[config.mk]
export PLATFORM = sky130hd
export DESIGN_NAME = ram_port_arbiter
export DESIGN_NICKNAME = d
export VERILOG_FILES = /design/src/rtl/ram_port_arbiter.sv
export SDC_FILE = /design/constraint.sdc
export NUM_CORES = 1
export LEC_CHECK = 0
export CAP_MARGIN = 20
export CORE_ASPECT_RATIO = 0.5
export CORE_UTILIZATION = 33
export CTS_CLUSTER_DIAMETER = 60
export DETAILED_ROUTE_END_ITERATION = 10
export PLACE_DENSITY = 0.8
export SLEW_MARGIN = 10
export SYNTH_ARGS = -nofsm -noshare
export SYNTH_HDL_FRONTEND = slang
export SYNTH_SLANG_ARGS = --single-unit
[constraint.sdc]
create_clock -name clk_i -period 1.6 [get_ports clk_i]
set_input_delay 0.16 -clock clk_i [delete_from_list [all_inputs] [get_ports clk_i]]
set_output_delay 0.16 -clock clk_i [all_outputs]
set_load 0.03 [all_outputs]
[src/rtl/ram_port_arbiter.sv]
// Two-requester (fetch/data) arbiter for a single-cycle-latency RAM with a registered owner tag.
// Define RAM_ARB_ROUND_ROBIN_EN for round-robin tie-breaking; default is fixed data-over-fetch.
module ram_port_arbiter #(
    parameter int unsigned ADDR_W    = 17,
    parameter int unsigned NB_COL    = 4,
    parameter int unsigned COL_WIDTH = 8
) (
    input  logic                          clk_i,
    input  logic                          rst_ni,
    input  logic                          busy_i,

    input  logic                          if_req_i,
    input  logic [ADDR_W-1:0]             if_addr_i,
    output logic                          if_gnt_o,
    output logic                          if_rvalid_o,
    output logic [NB_COL*COL_WIDTH-1:0]   if_rdata_o,

    input  logic                          d_req_i,
    input  logic                          d_we_i,
    input  logic [ADDR_W-1:0]             d_addr_i,
    input  logic [NB_COL*COL_WIDTH-1:0]   d_wdata_i,
    input  logic [NB_COL-1:0]             d_be_i,
    output logic                          d_gnt_o,
    output logic                          d_rvalid_o,
    output logic [NB_COL*COL_WIDTH-1:0]   d_rdata_o,

    output logic                          ram_rd_en_o,
    output logic [ADDR_W-1:0]             ram_rd_addr_o,
    output logic [ADDR_W-1:0]             ram_wr_addr_o,
    output logic [NB_COL*COL_WIDTH-1:0]   ram_wr_data_o,
    output logic [NB_COL-1:0]             ram_wr_strb_o,
    input  logic [NB_COL*COL_WIDTH-1:0]   ram_rd_data_i
);

    localparam int unsigned DATA_W = NB_COL * COL_WIDTH;

    typedef enum logic [1:0] {TagNone, TagIf, TagDRd, TagDWr} tag_e;

    tag_e              tag_d, tag_q;
    logic [ADDR_W-1:0] rd_addr_q, wr_addr_q;
    logic [DATA_W-1:0] wr_data_q;
    logic              arb_ok, d_win, if_win;

    assign arb_ok = rst_ni & ~busy_i;

`ifdef RAM_ARB_ROUND_ROBIN_EN
    // Set when data won the last contested cycle, so fetch wins the next tie.
    logic rr_data_last_d, rr_data_last_q;

    assign d_win  = arb_ok & d_req_i  & (~if_req_i | ~rr_data_last_q);
    assign if_win = arb_ok & if_req_i & (~d_req_i  |  rr_data_last_q);

    always_comb begin
        rr_data_last_d = rr_data_last_q;
        if (arb_ok && if_req_i && d_req_i) begin
            rr_data_last_d = d_win;
        end
    end

    always_ff @(posedge clk_i or negedge rst_ni) begin
        if (!rst_ni) begin
            rr_data_last_q <= 1'b0;
        end else begin
            rr_data_last_q <= rr_data_last_d;
        end
    end
`else
    assign d_win  = arb_ok & d_req_i;
    assign if_win = arb_ok & if_req_i & ~d_req_i;
`endif

    assign d_gnt_o  = d_win;
    assign if_gnt_o = if_win;

    always_comb begin
        tag_d         = TagNone;
        ram_rd_en_o   = 1'b0;
        ram_rd_addr_o = rd_addr_q;
        ram_wr_addr_o = wr_addr_q;
        ram_wr_data_o = wr_data_q;
        ram_wr_strb_o = '0;
        if (d_win) begin
            if (d_we_i) begin
                tag_d         = TagDWr;
                ram_wr_addr_o = d_addr_i;
                ram_wr_data_o = d_wdata_i;
                ram_wr_strb_o = d_be_i;
            end else begin
                tag_d         = TagDRd;
                ram_rd_en_o   = 1'b1;
                ram_rd_addr_o = d_addr_i;
            end
        end else if (if_win) begin
            tag_d         = TagIf;
            ram_rd_en_o   = 1'b1;
            ram_rd_addr_o = if_addr_i;
        end
    end

    // Address/data registers only keep the RAM port lines quiet between grants.
    always_ff @(posedge clk_i or negedge rst_ni) begin
        if (!rst_ni) begin
            tag_q     <= TagNone;
            rd_addr_q <= '0;
            wr_addr_q <= '0;
            wr_data_q <= '0;
        end else begin
            tag_q     <= tag_d;
            rd_addr_q <= ram_rd_addr_o;
            wr_addr_q <= ram_wr_addr_o;
            wr_data_q <= ram_wr_data_o;
        end
    end

    always_comb begin
        if_rvalid_o = (tag_q == TagIf);
        d_rvalid_o  = (tag_q == TagDRd) || (tag_q == TagDWr);
        if_rdata_o  = (tag_q == TagIf)  ? ram_rd_data_i : '0;
        d_rdata_o   = (tag_q == TagDRd) ? ram_rd_data_i : '0;
    end

endmodule

==> Word level (Yosys, flattened, before mapping) <==
Cells that the tools add are included.
{ "word_totals": {"romBits": 0, "word_cells": 31, "latch_bits": 0, "inputBits": 108, "ff_bits": 68, "ram_bits": 0, "out_inout_bits": 139, "mem_count": 0} }
{ "op_classes": {"addsub": 0, "mux": 17, "bitwise": 6, "n_div": 0, "magnitude_cmp": 0, "n_eq_ne": 3, "n_mul": 0, "shifts": 0, "reduce_logical": 1} }
{ "op_table": {"columns": ["op", "n"], "rows": [
  ["32-bit two-way mux", 4],
  ["17-bit two-way mux", 5],
  ["4-bit two-way mux", 2],
  ["1-bit two-way mux", 5],
  ["1-bit bitwise AND", 4],
  ["2-bit equality test, second input constant", 2],
  ["2-bit by 1-bit equality test with 1-bit output, second input constant", 1],
  ["2-bit two-way mux", 1],
  ["1-bit NOT", 2],
  ["1-bit logical OR", 1]
]} }

==> Longest topological paths before layout <==
Gate-level depths: netlist (run 1).
{ "logic_depth": {"depth_word": 6, "depth_mapped": 6, "mapped_depth_nobuf": 3} }

==> Worst setup path before layout (run 1) <==
No wires, ideal clock.
{ "synth_path": {"kind": "input-to-reg", "start": "input busy_i", "end": "register rd_addr_q[0]", "arrival_ps": 1575, "cell_stages": 5, "setup_time_ps": 207, "path_slack_ps": -182, "n_path_buf": 2, "cell_sequence": "and4bb_1 buf_6 or2_1 buf_2 o21ai_0"} }
{ "synth_between": {"elab_chain_len": 6, "elab_cells_between_ends": 7, "cone_classes": "2 x mux; 5 x bitwise"} }
{ "synth_lines": {"columns": ["item", "line_no", "text"], "rows": [
  ["start: declaration", "10", "input logic busy_i,"],
  ["1-bit NOT *", "44", "assign arb_ok = rst_ni & ~busy_i;"],
  ["1-bit bitwise AND *", "44", null],
  ["1-bit bitwise AND (2 in series)", "69", "assign if_win = arb_ok & if_req_i & ~d_req_i;"],
  ["17-bit two-way mux", "93", "end else if (if_win) begin"],
  ["17-bit two-way mux *", "82", "if (d_win) begin"],
  ["named net ram_rd_addr_o[0]", "28", "output logic [ADDR_W-1:0] ram_rd_addr_o,"],
  ["end signal: assignment", "109", "rd_addr_q <= ram_rd_addr_o;"],
  ["end: declaration", "40", "logic [ADDR_W-1:0] rd_addr_q, wr_addr_q;"]
]} }
The timed path passes the listed nets; every way through them passes the cells marked *.

==> Final worst setup path (run 1) <==
{ "layout_path": {"start": "register tag_q[1]", "end": "output if_rdata_o[14]"} }
{ "layout_between": {"elab_chain_len": 2} }
{ "layout_lines": {"columns": ["item", "line_no", "text"], "rows": [
  ["start: declaration", "39", "tag_e tag_d, tag_q;"],
  ["start signal: assignment", "103", "tag_q <= TagNone;"],
  ["start signal: assignment", "108", "tag_q <= tag_d;"],
  ["2-bit by 1-bit equality test with 1-bit output", "118", "if_rdata_o = (tag_q == TagIf) ? ram_rd_data_i : '0;"],
  ["32-bit two-way mux", "118", null],
  ["end: declaration", "16", "output logic [NB_COL*COL_WIDTH-1:0] if_rdata_o,"]
]} }
No other way between the ends.

==> report_table.html, run 1 <==
<table>
<tr><th>Metric</th><th>Value</th></tr>
<tr><th colspan="2">Clock network</th></tr>
<tr><td>Clock network latency to the later pin of the worst-skew pair</td><td>0.33 ns</td></tr>
<tr><td>CTS clk-pin slew, worst paths</td><td>0.06 ns</td></tr>
<tr><td>H-Tree Depth</td><td>3</td></tr>
<tr><td>Clock root buffer</td><td>clkbuf_16</td></tr>
<tr><td>Clock tree from TritonCTS</td><td>built</td></tr>
<tr><td>Number of buffers inserted during clock tree synthesis</td><td>9</td></tr>
<tr><td>Max Buffers Root-to-Sink</td><td>2</td></tr>
<tr><td>Num Clock Sinks</td><td>68</td></tr>
<tr><th colspan="2">Cells and area</th></tr>
<tr><td>Post-route cell area</td><td>6790 um^2</td></tr>
<tr><td>Layout net count</td><td>662</td></tr>
<tr><td>Final std cells w/o fill</td><td>676</td></tr>
<tr><td>Fraction of final layout cells with drive strength greater than 1</td><td>0.567</td></tr>
<tr><td>Number of antenna diodes</td><td>0</td></tr>
<tr><td>Relative area change from synthesis to final layout</td><td>116%</td></tr>
<tr><td>Post-route core utilization</td><td>0.757</td></tr>
<tr><th colspan="2">Synthesis</th></tr>
<tr><td>Number of flops mapped to enable cells by yosys</td><td>0</td></tr>
<tr><td>Post-synthesis area per instance</td><td>12.0 um^2</td></tr>
<tr><td>Simple-gate share of the synthesized area</td><td>0.154</td></tr>
<tr><td>Compound-Gate Fraction of Synth Area</td><td>0.0783</td></tr>
<tr><td>Synthesized instance count</td><td>263</td></tr>
<tr><td>Post-synthesis adder-cell area fraction</td><td>0</td></tr>
<tr><td>Mapped Nets</td><td>371</td></tr>
<tr><td>Mapped Area</td><td>3150 um^2</td></tr>
<tr><td>Ys async rst share</td><td>1.00</td></tr>
<tr><td>Post-synthesis mux area share</td><td>0.175</td></tr>
<tr><td>Share of the synthesized netlist area taken by xor and xnor gates</td><td>0</td></tr>
<tr><td>Count of synthesis-stage warnings from yosys</td><td>0</td></tr>
<tr><td>Part of the Yosys area used for sequential elements</td><td>0.541</td></tr>
<tr><td>Dominant combinational cell family by area after synthesis</td><td>multiplexers</td></tr>
<tr><td>Yosys cell types</td><td>18</td></tr>
<tr><td>Register bit total from synthesis</td><td>68</td></tr>
<tr><td>Synth Flop Type</td><td>dfrtp_1</td></tr>
<tr><th colspan="2">STA</th></tr>
<tr><td>Worst-Margin Slew</td><td>0.668 ns</td></tr>
<tr><td>Fmax</td><td>0.606 GHz</td></tr>
<tr><td>Final worst hold slack</td><td>0.0205 ns</td></tr>
<tr><td>Final Hold Violating Endpoints</td><td>0</td></tr>
<tr><td>Setup repair after global routing missed its margin</td><td>yes</td></tr>
<tr><td>Share of the cycle needed by the critical path after routing</td><td>1.03</td></tr>
<tr><td>Worst-case setup margin in the final layout</td><td>-0.0508 ns</td></tr>
<tr><td>Clk_skew</td><td>0 ns</td></tr>
<tr><td>Final-report setup violation count</td><td>33</td></tr>
<tr><td>Min Clock Period, post-route</td><td>1.65 ns</td></tr>
<tr><td>Max Transition Viols Final</td><td>0</td></tr>
<tr><td>Relative max-transition margin</td><td>0.555</td></tr>
<tr><th colspan="2">Detailed routing</th></tr>
<tr><td>Final wirelength</td><td>12,700 um</td></tr>
<tr><td>Pre-antenna DRT Iters</td><td>4</td></tr>
<tr><td>Number of vias in the routed layout</td><td>3,239</td></tr>
<tr><td>Detail Route Antenna Nets</td><td>0</td></tr>
<tr><td>Via-to-Cell Ratio</td><td>4.79</td></tr>
<tr><td>Detailed-route wire length per cell</td><td>18.9 um</td></tr>
<tr><td>Initial detailed-routing violation count</td><td>94</td></tr>
<tr><td>DRC errors left</td><td>0</td></tr>
<tr><th colspan="2">Power</th></tr>
<tr><td>Total power draw</td><td>0.00739 W</td></tr>
<tr><td>Total power per unit cell area</td><td>1090 nW/um^2</td></tr>
<tr><td>Highest ir drop seen on vdd</td><td>0.815 mV</td></tr>
<tr><td>Leakage</td><td>3.26 nW</td></tr>
<tr><th colspan="2">Die</th></tr>
<tr><td>Number of I/O pins</td><td>247</td></tr>
<tr><td>Die Footprint</td><td>9950 um^2</td></tr>
<tr><td>Core Area</td><td>8980 um^2</td></tr>
<tr><td>Initial core utilization</td><td>0.350</td></tr>
<tr><td>Vert. Die Dim</td><td>71.1 um</td></tr>
<tr><td>Width of the chip</td><td>140 um</td></tr>
<tr><td>Placement row count</td><td>24</td></tr>
<tr><th colspan="2">Global routing</th></tr>
<tr><td>Via count of the first global-routing pass</td><td>3,434</td></tr>
<tr><td>Maximum number of pins on one net before global-route repair</td><td>53</td></tr>
<tr><td>Total global routing track utilization</td><td>0.247</td></tr>
<tr><td>Final global-route overflow total</td><td>0</td></tr>
<tr><td>First-pass GRT wire length</td><td>18,400 um</td></tr>
<tr><td>Number of antenna violations at the first check in global routing</td><td>0</td></tr>
<tr><th colspan="2">Critical path</th></tr>
<tr><td>Sort of element at the end of the critical path</td><td>output port</td></tr>
<tr><td>Setup slack of the most critical reg-to-reg path</td><td>0.49 ns</td></tr>
<tr><td>Crit Path Category</td><td>reg2out</td></tr>
<tr><td>Last element of the critical path</td><td>if_rdata_o[14]</td></tr>
<tr><td>Worst R2R End</td><td>rd_addr_q[5]</td></tr>
<tr><td>Crit path arrival time</td><td>1.49 ns</td></tr>
<tr><td>Crit path required time</td><td>1.44 ns</td></tr>
<tr><td>Largest fanout on the critical path</td><td>6</td></tr>
<tr><td>CP startpoint kind</td><td>flip-flop</td></tr>
<tr><td>Launching element of the worst setup path</td><td>tag_q[1]</td></tr>
<tr><td>Launch point of the worst reg-to-reg path</td><td>rd_addr_q[5]</td></tr>
<tr><td>Reg2reg path depth</td><td>6</td></tr>
<tr><th colspan="2">Status</th></tr>
<tr><td>Run status</td><td>complete, but fails checks</td></tr>
<tr><td>Violations in the final reports</td><td>negative setup slack</td></tr>
<tr><th colspan="2">Place</th></tr>
<tr><td>Number of buffer cells added on primary ports</td><td>246</td></tr>
<tr><td>DPL Wire Length</td><td>7980 um</td></tr>
<tr><td>Weighted congestion reported at the end of routability-driven placement</td><td>0.833</td></tr>
<tr><td>Post-detailed-placement cell area</td><td>5530 um^2</td></tr>
<tr><td>Dpl cells</td><td>630</td></tr>
<tr><th colspan="2">Flow run</th></tr>
<tr><td>Max_cap viols</td><td>0</td></tr>
<tr><th colspan="2">Hold path</th></tr>
<tr><td>Class of the worst hold path</td><td>in2async</td></tr>
</table>
-- cell usage after synthesis, types with 2 or more instances --
cell type	n	area, um^2
a22oi_1	17	128
and2_1	64	400
and3_1	4	25.0
buf_2	9	45.0
buf_6	2	22.5
clkbuf_1	8	30.0
dfrtp_1	68	1700
inv_1	17	63.8
mux2_2	49	552
nor2b_1	2	12.5
o21ai_0	8	40.0
o21ai_2	9	78.8
-- routing by layer --
layer  up-vias  wire [um]  track usage
li1       1460          -            -
met3        42        610       0.0616
met2       148       6800        0.453
met4         0        506        0.148
met1      1589       4830        0.263
met5         -          0            0
-- report_power, final --
group          total [W]  switching [W]  internal (W)  leakage (nW)
clock            0.00214       0.000736       0.00141         0.162
sequential       0.00219       0.000111       0.00208         0.822
combinational    0.00305        0.00161       0.00145          2.27
-- worst max-delay path, stage by stage, from the launching register on --
cell and delay (ns):
dfrtp_1 0.40, buf_6 0.13, nor2b_4 0.21, buf_6 0.16, and2_4 0.14, buf_6 0.12
-- timing repair --
action | 4_1_cts | 5_1_grt
gates resized for setup | 129 | 79
pin swaps | 17 | 22
endpoints found under the setup margin | 125 | 110
hold buffers | 1 | 0
cloned | 9 | 2
setup buffers | 16 | 3
hold endpoints to repair | 16 | 0
-- cell type report --
class,instances,area [um^2]
Clock buffer,10,239
Clock inverter,6,87.6
Fill cell,566,2180
Inverter,17,63.8
Multi-Input combinational cell,160,1550
Sequential cell,68,1700
Tap cell,117,146
Timing Repair Buffer,298,3000
-- through the flow --
stage          worst slack [ns]  TNS, ns
6_report                -0.0508    -1.19
3_5_place_dp             -0.368   -28.41
5_1_grt                  -0.133    -4.31
2_1_floorplan            -0.182    -2.53
3_3_place_gp             -0.370   -26.59
4_1_cts                 -0.0616    -1.04
-- logic make-up after synthesis --
| kind of cell | count (synthesis) |
|---|---|
| and+or+nand+nor | 76 |
| DFF | 68 |
| muxes | 49 |
| buffers and inverters | 36 |
| AOI/OAI and AO/OA | 34 |
-- sequential cells by signal, summed over array words and instances, names as in the netlist --
signal	cells
tag_q	2
wr_data_q	32
rd_addr_q	17
wr_addr_q	17
-- how the worst min path moves through the flow --
stage	startpoint	endpoint	slack, ns	cells past startpoint
final	rst_ni	wr_addr_q[6]	0.02	2
after floorplan	rst_ni	rd_addr_q[0]	-0.14	0
after global routing	rst_ni	wr_data_q[25]	0.07	2
after global placement	rst_ni	wr_data_q[28]	0.15	2
after CTS	rst_ni	wr_data_q[22]	0.04	2
after detailed placement	rst_ni	wr_addr_q[5]	0.18	2
-- placed cells by master, fill, tap and decap left out, drive strengths merged, types with 3 or more instances in the layout --
cell / Yosys / routed
dfrtp: 68 / 68
a22oi: 17 / 17
inv: 17 / 17
mux2: 49 / 49
clkbuf: 8 / 10
buf: 11 / 192
dlygate4sd2: 0 / 3
nor2b: 2 / 3
and3: 4 / 4
clkdlybuf4s50: 0 / 102
and2: 64 / 64
o21ai: 17 / 17
clkinv: 0 / 4
No activity file was read; power rests on OpenSTA's default activity.
==> inputs of run 2 (changes only) <==
==> constraint.sdc (replaced) <==
create_clock -name clk_i -period 1.7 [get_ports clk_i]
set_input_delay 0.17 -clock clk_i [delete_from_list [all_inputs] [get_ports clk_i]]
set_output_delay 0.17 -clock clk_i [all_outputs]
set_load 0.03 [all_outputs]
==> run 2 against run 1 <==
The flow now finishes without violations. Via count down 6.1%. Largest power group unchanged. Setup slack better by 0.097 ns. Register-to-register slack improved by 0.43 ns. Global-route usage down 1.9 points. Sequential power shrank 6%. Utilization shrank 6.5 points. Cell count fell by 2.4%. Largest cell class unchanged. Routed wire length decreased by 12%.
==> report_table.html, run 2 (same netlist as run 1, synthesis figures left out) <==
<table>
<tr><th>Metric</th><th>Value</th></tr>
<tr><th colspan="2">Place</th></tr>
<tr><td>DPL Wire Length</td><td>7950 um (was 7980 um)</td></tr>
<tr><td>Post-detailed-placement cell area</td><td>5510 um^2 (was 5530 um^2)</td></tr>
<tr><td>Dpl cells</td><td>628 (was 630)</td></tr>
<tr><td>Number of buffer cells added on primary ports</td><td>246 (unchanged)</td></tr>
<tr><td>Weighted congestion reported at the end of routability-driven placement</td><td>0.803 (was 0.833)</td></tr>
<tr><th colspan="2">Critical path</th></tr>
<tr><td>Slowest-stage cell, CP</td><td>mux2_4 (was dfrtp_1)</td></tr>
<tr><td>Crit path max-delay family</td><td>buffers and inverters (unchanged)</td></tr>
<tr><td>Largest fanout on the critical path</td><td>7 (was 6)</td></tr>
<tr><td>Cell with the most instances on the worst path</td><td>buf_12 (was buf_6)</td></tr>
<tr><td>CP startpoint kind</td><td>input pin (was flip-flop)</td></tr>
<tr><td>Sort of element at the end of the critical path</td><td>output port (unchanged)</td></tr>
<tr><td>Worst-path cell chain</td><td>buf_2 &gt; and3b_2 &gt; nand2_4 &gt; buf_12 &gt; buf_12 &gt; buf_16 &gt; mux2_4 &gt; buf_6 (was buf_6 &gt; nor2b_4 &gt; buf_6 &gt; and2_4 &gt; buf_6)</td></tr>
<tr><td>Crit path required time</td><td>1.53 ns (was 1.44 ns)</td></tr>
<tr><td>Worst stage delay on the critical path</td><td>0.31 ns (was 0.40 ns)</td></tr>
<tr><td>Crit Path Category</td><td>in2out (was reg2out)</td></tr>
<tr><td>Buffers plus inverters on the worst setup path</td><td>5 (was 3)</td></tr>
<tr><td>Crit path arrival time</td><td>1.48 ns (was 1.49 ns)</td></tr>
<tr><th colspan="2">Clock network</th></tr>
<tr><td>Clock root buffer</td><td>clkbuf_16 (unchanged)</td></tr>
<tr><td>Number of buffers inserted during clock tree synthesis</td><td>9 (unchanged)</td></tr>
<tr><td>Clock network latency to the later pin of the worst-skew pair</td><td>0.33 ns (about the same)</td></tr>
<tr><td>CTS clk-pin slew, worst paths</td><td>0.06 ns (about the same)</td></tr>
<tr><td>Clock tree from TritonCTS</td><td>built (unchanged)</td></tr>
<tr><td>Max Buffers Root-to-Sink</td><td>2 (unchanged)</td></tr>
<tr><td>H-Tree Depth</td><td>3 (unchanged)</td></tr>
<tr><td>Num Clock Sinks</td><td>68 (unchanged)</td></tr>
<tr><th colspan="2">STA</th></tr>
<tr><td>Share of the cycle needed by the critical path after routing</td><td>0.973</td></tr>
<tr><td>Clk_skew</td><td>0 ns (unchanged)</td></tr>
<tr><td>Setup TNS</td><td>0 ns (was -1.19 ns)</td></tr>
<tr><td>Max Transition Viols Final</td><td>0 (unchanged)</td></tr>
<tr><td>Fmax</td><td>0.605 GHz</td></tr>
<tr><td>Relative max-transition margin</td><td>0.561 (was 0.555)</td></tr>
<tr><td>Final-report setup violation count</td><td>0 (was 33)</td></tr>
<tr><td>Final Hold Violating Endpoints</td><td>0 (unchanged)</td></tr>
<tr><td>Min Clock Period, post-route</td><td>1.65 ns</td></tr>
<tr><td>Worst-Margin Slew</td><td>0.659 ns (was 0.668 ns)</td></tr>
<tr><td>Setup repair after global routing missed its margin</td><td>yes (unchanged)</td></tr>
<tr><td>Final worst hold slack</td><td>0.0249 ns (was 0.0205 ns)</td></tr>
<tr><th colspan="2">Cells and area</th></tr>
<tr><td>Final std cells w/o fill</td><td>660 (was 676)</td></tr>
<tr><td>Fraction of final layout cells with drive strength greater than 1</td><td>0.483 (was 0.567)</td></tr>
<tr><td>Commonest non-fill, non-tap cell in the layout</td><td>buf_4 (was buf_6)</td></tr>
<tr><td>Layout filler cell count</td><td>650 (was 566)</td></tr>
<tr><td>Number of antenna diodes</td><td>0 (unchanged)</td></tr>
<tr><td>Layout net count</td><td>646 (was 662)</td></tr>
<tr><td>FF+latch area</td><td>1700 um^2 (unchanged)</td></tr>
<tr><td>Highest-count cells in the layout ignoring fill and taps</td><td>buf_4 (142), clkdlybuf4s50_1 (103), dfrtp_1 (67) (was buf_6 (109), clkdlybuf4s50_1 (102), buf_4 (74))</td></tr>
<tr><td>Post-route cell area</td><td>6210 um^2 (was 6790 um^2)</td></tr>
<tr><td>Biggest registers after layout</td><td>wr_data_q (32), rd_addr_q (17), wr_addr_q (17) (unchanged)</td></tr>
<tr><td>Relative area change from synthesis to final layout</td><td>97.4% (was 116%)</td></tr>
<tr><td>Footprint of the multi-input gates</td><td>1410 um^2 (was 1550 um^2)</td></tr>
<tr><td>Register with the most flip-flops</td><td>wr_data_q (unchanged)</td></tr>
<tr><td>Max reg flops</td><td>32 (unchanged)</td></tr>
<tr><th colspan="2">Detailed routing</th></tr>
<tr><td>Initial detailed-routing violation count</td><td>83 (was 94)</td></tr>
<tr><td>Final wirelength</td><td>11,200 um (was 12,700 um)</td></tr>
<tr><td>DRC errors left</td><td>0 (unchanged)</td></tr>
<tr><td>Detail Route Antenna Nets</td><td>0 (unchanged)</td></tr>
<tr><td>Pre-antenna DRT Iters</td><td>4 (unchanged)</td></tr>
<tr><td>Via-to-Cell Ratio</td><td>4.61 (was 4.79)</td></tr>
<tr><td>Number of vias in the routed layout</td><td>3,043 (was 3,239)</td></tr>
<tr><td>Detailed-route wire length per cell</td><td>17.0 um (was 18.9 um)</td></tr>
<tr><th colspan="2">Global routing</th></tr>
<tr><td>Via count of the first global-routing pass</td><td>3,145 (was 3,434)</td></tr>
<tr><td>Total global routing track utilization</td><td>0.228 (was 0.247)</td></tr>
<tr><td>Maximum number of pins on one net before global-route repair</td><td>53 (unchanged)</td></tr>
<tr><td>Final global-route overflow total</td><td>0 (unchanged)</td></tr>
<tr><td>First-pass GRT wire length</td><td>16,900 um (was 18,400 um)</td></tr>
<tr><td>Number of antenna violations at the first check in global routing</td><td>0 (unchanged)</td></tr>
<tr><th colspan="2">Die</th></tr>
<tr><td>Initial core utilization</td><td>0.350 (unchanged)</td></tr>
<tr><td>Core Area</td><td>8980 um^2 (unchanged)</td></tr>
<tr><td>Width of the chip</td><td>140 um (unchanged)</td></tr>
<tr><td>Number of I/O pins</td><td>247 (unchanged)</td></tr>
<tr><td>Vert. Die Dim</td><td>71.1 um (unchanged)</td></tr>
<tr><td>Placement row count</td><td>24 (unchanged)</td></tr>
<tr><td>Die Footprint</td><td>9950 um^2 (unchanged)</td></tr>
<tr><th colspan="2">Power</th></tr>
<tr><td>Highest ir drop seen on vdd</td><td>0.812 mV (was 0.815 mV)</td></tr>
<tr><td>Leakage</td><td>3.06 nW (was 3.26 nW)</td></tr>
<tr><td>Total power per unit cell area</td><td>1050 nW/um^2 (was 1090 nW/um^2)</td></tr>
<tr><th colspan="2">Hold path</th></tr>
<tr><td>Class of the worst hold path</td><td>in2async (unchanged)</td></tr>
<tr><th colspan="2">Status</th></tr>
<tr><td>Run status</td><td>complete, no violations (was complete, but fails checks)</td></tr>
<tr><th colspan="2">Flow run</th></tr>
<tr><td>Max_cap viols</td><td>0 (unchanged)</td></tr>
</table>
-- run 2: layer usage --
metal / global-route usage / wire length [um] / up-vias
met5: 0 / 0 / -
met4: 0.0769 / 289 / 0
met3: 0.0684 / 573 / 22
met2: 0.442 / 6090 / 108
met1: 0.238 / 4260 / 1486
li1: - / - / 1427
-- run 2: where the power goes --
group	internal (W)	switching, W	leakage (nW)	total (W)
Combinational	0.00119	0.00142	2.09	0.00261
Sequential	0.00196	0.0000947	0.822	0.00206
Clock	0.00117	0.000690	0.144	0.00186
Total	0.00432	0.00220	3.06	0.00652
-- run 2: timing repair --
| item | CTS | global route |
|---|---|---|
| gates resized for setup | 59 | 13 |
| setup buffers | 9 | 3 |
| cloned | 5 | 0 |
| hold endpoints to repair | 16 | 0 |
| setup endpoints to repair | 99 | 75 |
| pin swaps | 4 | 3 |
| hold buffers | 1 | 0 |
-- run 2: path summary, 6_finish.rpt --
kind | endpoint | depth (start not counted) | slack [ns] | from
min | wr_data_q[25] | 2 | 0.02 | rst_ni
max | ram_wr_data_o[7] | 8 | 0.05 | busy_i
min reg2reg | wr_data_q[9] | 1 | 0.49 | wr_data_q[9]
max reg2reg | wr_addr_q[3] | 1 | 0.92 | wr_addr_q[3]
max in group asynchronous | tag_q[0] | 3 | 0.93 | rst_ni
min in group clk_i | tag_q[0] | 5 | 0.44 | busy_i
-- run 2: metrics by stage --
stage | util | worst slack (ns) | total power [W]
floorplan | - | -0.0917 | 0.00339
global route | 0.692 | -0.00658 | 0.00677
detailed placement | 0.614 | -0.254 | 0.00449
global placement | 0.614 | -0.299 | 0.00444
CTS | 0.687 | -0.0136 | 0.00652
finish | 0.692 | 0.0462 | 0.00652
-- run 2: area by class of cell --
| class | instances | area share |
|---|---|---|
| clock buffers | 10 | 0.0385 |
| clock inverters | 6 | 0.0103 |
| inverters | 17 | 0.0103 |
| multi-input cells | 160 | 0.227 |
| flip-flops and latches | 68 | 0.274 |
| well taps | 117 | 0.0236 |
| repair buffers | 282 | 0.416 |
